File: src/rtl/bist_rd_pipe.sv
// Valid-tagged read delay line; stage 0 always loads the push so a read
// issued with a flush survives as the first entry of the new test.
module bist_rd_pipe #(
  parameter int DEPTH = 1,
  parameter int PAY_W = 8
) (
  input  logic             clk,
  input  logic             reset,
  input  logic             flush,
  input  logic             push,
  input  logic [PAY_W-1:0] push_data,
  output logic             out_valid,
  output logic [PAY_W-1:0] out_data,
  output logic             any_valid
);

  logic [DEPTH-1:0] vld;
  logic [PAY_W-1:0] pay [DEPTH];

  always_ff @(posedge clk) begin
    if (reset) begin
      vld <= '0;
    end else begin
      vld[0] <= push;
      for (int i = 1; i < DEPTH; i++) begin
        vld[i] <= flush ? 1'b0 : vld[i-1];
      end
    end
  end

  always_ff @(posedge clk) begin
    pay[0] <= push_data;
    for (int i = 1; i < DEPTH; i++) begin
      pay[i] <= pay[i-1];
    end
  end

  assign out_valid = vld[DEPTH-1];
  assign out_data  = pay[DEPTH-1];
  assign any_valid = |vld;

endmodule

File: config.mk
export PLATFORM = sky130hd
export DESIGN_NAME = bist_rd_pipe
export DESIGN_NICKNAME = d
export VERILOG_FILES = /design/src/rtl/bist_rd_pipe.sv
export SDC_FILE = /design/constraint.sdc
export NUM_CORES = 1
export LEC_CHECK = 0
export CORE_AREA = 2 2 39 41
export CTS_CLUSTER_SIZE = 25
export DETAILED_ROUTE_END_ITERATION = 10
export DIE_AREA = 0 0 41 43
export GPL_TIMING_DRIVEN = 0
export PLACE_DENSITY = 0.58
export SYNTH_ARGS = -nofsm -noshare
export SYNTH_HDL_FRONTEND = slang
export SYNTH_SLANG_ARGS = --single-unit
export TNS_END_PERCENT = 30
File: constraint.sdc
create_clock -name clk -period 0.8 [get_ports clk]
set_input_delay 0.16 -clock clk [delete_from_list [all_inputs] [get_ports clk]]
set_output_delay 0.16 -clock clk [all_outputs]
set_load 0.05 [all_outputs]
==> impl_metrics.env, run 1 <==
export IMPL_timing_setup_critical_path_class="flip-flop to primary output"
export IMPL_yosys_top_cell_by_area="sky130_fd_sc_hd__dfxtp_1"
export IMPL_worstSetupStartpointType="flip-flop"
export IMPL_grt_ovfl_total=0
export IMPL_netSwitchingPower_mw=0.273
export IMPL_slew_viol_final=0
export IMPL_ant_nets=0
export IMPL_slew_limit_headroom_pct=90.4
export IMPL_number_of_antenna_violations_at_the_first_check_in_global_routing=0
export IMPL_cts_bufs_inserted=3
export IMPL_cts_root_buf="sky130_fd_sc_hd__clkbuf_4"
export IMPL_fin_total_pwr_mw=1.06
export IMPL_drt_pass1_iter_count=2
export IMPL_yosys_top_cells_area="sky130_fd_sc_hd__dfxtp_1, sky130_fd_sc_hd__nor2b_4, sky130_fd_sc_hd__buf_4"
export IMPL_final_instance_count_excl_fill=51
export IMPL_cts_tree="yes"
export IMPL_status="finished, violations left"
export IMPL_grt_max_degree=6
export IMPL_ys_warn_count=0
export IMPL_worst_setup_path_startpoint="any_valid"
export IMPL_die_height_um=43
export IMPL_grt_first_pass_wirelength_um=821
export IMPL_critical_path_peak_fanout=2
export IMPL_post_route_cells_drive_above_1_share_pct=68.6
export IMPL_met3_usage_pct=5.76
export IMPL_register_area_um2=194
export IMPL_worst_endpoint_arrival_ps=830
export IMPL_first_iter_violations=5
export IMPL_number_of_nets_in_the_finished_design=48
export IMPL_post_synth_num_cell_types=3
export IMPL_drt_wl_total_um=551
export IMPL_combinationalPowerShare_pct=21.9
export IMPL_grt_setup_unrepaired="true"
export IMPL_yosys_register_bits=9
export IMPL_synth_fp_nets=23
export IMPL_synth_top_cell_area_share_pct=89.4
export IMPL_postSynthAreaPerCell_um2=18.3
export IMPL_timing_final_setup_violations=10
export IMPL_crit_required_ps=640
export IMPL_fin_area_um2=508
export IMPL_floorplan_initialDensity_pct=14.6
export IMPL_grt_met1_usage_pct=8.25
export IMPL_number_of_diodes_added_for_antenna_fixing=0
export IMPL_cp_slowest_stage_delay_ps=340
export IMPL_p_leak_nw=0.216
export IMPL_drc_errors=0
export IMPL_placement_rows=14
export IMPL_hold_path_cell_count=1
export IMPL_netlist_area_um2=201
export IMPL_io_pins=22
export IMPL_footprint_of_the_multi_input_gates_um2=13.8
export IMPL_post_route_min_period_ps=995
export IMPL_synth_yosys_seq_area_share_pct=89.4
export IMPL_crit_path_end_kind="primary output"
export IMPL_syn_inst=11
export IMPL_power_density_nw_per_um2=2080
export IMPL_area_growth_syn_to_layout_pct=152
export IMPL_clock_sink_count=9
export IMPL_p_sw_share_pct=25.8
export IMPL_cp_cell_sequence="buf_6, buf_8"
export IMPL_power_ir_vdd_worst_mv=0.828
export IMPL_tightest_slew_ps=146
export IMPL_worst_slack_ps=-195
export IMPL_clk_transition_reported_paths_ps=60
export IMPL_cts_hold_bufs=0
export IMPL_clock_power_share_pct=31.5
export IMPL_detail_route_wl_per_cell_um=10.8
export IMPL_filler_cell_count=138
export IMPL_fp_dieW_um=41
export IMPL_gp_congestion=0.600
export IMPL_final_min_period_over_clock_period_pct=124
export IMPL_max_freq_mhz=1010
export IMPL_maxCapViolCount=0
export IMPL_cts_path_max_buffers=2
export IMPL_busiest_layer="met2"
export IMPL_avgViaCountPerCell=3.31
export IMPL_h_tree_levels=1
export IMPL_place_worst_setup_slack_ps=-554
export IMPL_placedInstanceArea_um2=425
export IMPL_design_die_area_um2=1760
export IMPL_vias=169
export IMPL_use_met2_pct=10.0
export IMPL_hold_start="push_data[0]"
export IMPL_final_hold_viol_count=0
export IMPL_hold_class="primary input to flip-flop"
export IMPL_placed_instances=47
export IMPL_violations="negative setup slack"
export IMPL_portBuffers=20
export IMPL_first_global_vias=195
export IMPL_sequentialPowerShare_pct=46.6
export IMPL_global_route_usage_total_pct=8.10
export IMPL_core_area_um2=1380
export IMPL_power_internal_mw=0.784
export IMPL_slowest_stage="sky130_fd_sc_hd__dfxtp_4"
## per-layer routing
layer  up-vias  part of all wire (%)
li1         80                     -
met1        68                    40
met2        21                    42
met3         0                    17
met4         0                     0
met5         -                     0
## per-stage QoR
| step | util [%] | TNS, ps | hold slack, ps |
|---|---|---|---|
| 2_1_floorplan | - | 0 | 188 |
| 3_3_place_gp | 30.7 | -4630 | 620 |
| 3_5_place_dp | 30.7 | -4730 | 612 |
| 4_1_cts | 36.7 | -1150 | 332 |
| 5_1_grt | 36.7 | -1340 | 338 |
| 6_report | 36.7 | -1010 | 344 |
## layout by cell type (no fill, tap or decap)
cell,Yosys,layout
sky130_fd_sc_hd__nor2b_4,1,1
sky130_fd_sc_hd__clkdlybuf4s50_1,0,10
sky130_fd_sc_hd__buf_6,0,1
sky130_fd_sc_hd__buf_8,0,9
sky130_fd_sc_hd__clkbuf_4,0,3
sky130_fd_sc_hd__dfxtp_2,0,8
sky130_fd_sc_hd__dfxtp_4,0,1
sky130_fd_sc_hd__clkbuf_1,0,1
sky130_fd_sc_hd__buf_4,1,1
## logic make-up (layout without fill, tap and decap cells)
family | count (synthesis) | in the layout | synth area share [%]
flip-flops | 9 | 9 | 89.4
buffers and inverters | 1 | 25 | 3.73
AND/OR/NAND/NOR | 1 | 1 | 6.83
## sequential cells by signal (all words and copies together) (netlist names)
signal	count
any_valid	1
pay	8
## path summary, 6_finish.rpt
kind,to,slack (ps)
max,out_valid,-190
min,pay[0][0],340
## synthesized netlist by cell type
library cell / instances
sky130_fd_sc_hd__nor2b_4: 1
sky130_fd_sc_hd__dfxtp_1: 9
sky130_fd_sc_hd__buf_4: 1
## power by group through the flow
stage | combinational, mW | clock, mW | sequential, mW
floorplan | 0.0178 | 0 | 0.574
global placement | 0.204 | 0 | 0.489
detailed placement | 0.207 | 0 | 0.490
CTS | 0.233 | 0.350 | 0.493
global route | 0.239 | 0.382 | 0.494
finish | 0.231 | 0.333 | 0.493
## worst max-delay path: cells and delay by family (launching register included)
family	cells	cell delay, ps
flops	1	340
buf+inv	2	250
## what timing repair did
action | 4_1_cts | 5_1_grt
pin swaps | 0 | 0
setup endpoints to repair | 10 | 10
endpoints found under the hold margin | 0 | 0
buffers inserted | 0 | 0
gates resized for setup | 87 | 0
## area by class of cell
cell class              instances  area share (%)
repair buffers                 20            47.8
flip-flops and latches          9            38.2
clock buffers                   4            5.17
well taps                      16            3.94
multi-input cells               1            2.71
plain buffers                   1            2.22
No activity file was read; power rests on OpenSTA's default activity.
==> run 2: changes to the inputs <==
- GPL_ROUTABILITY_DRIVEN: default -> 0
==> results of run 2 <==
Final layout, timing and power as in run 1 (identical DEF).
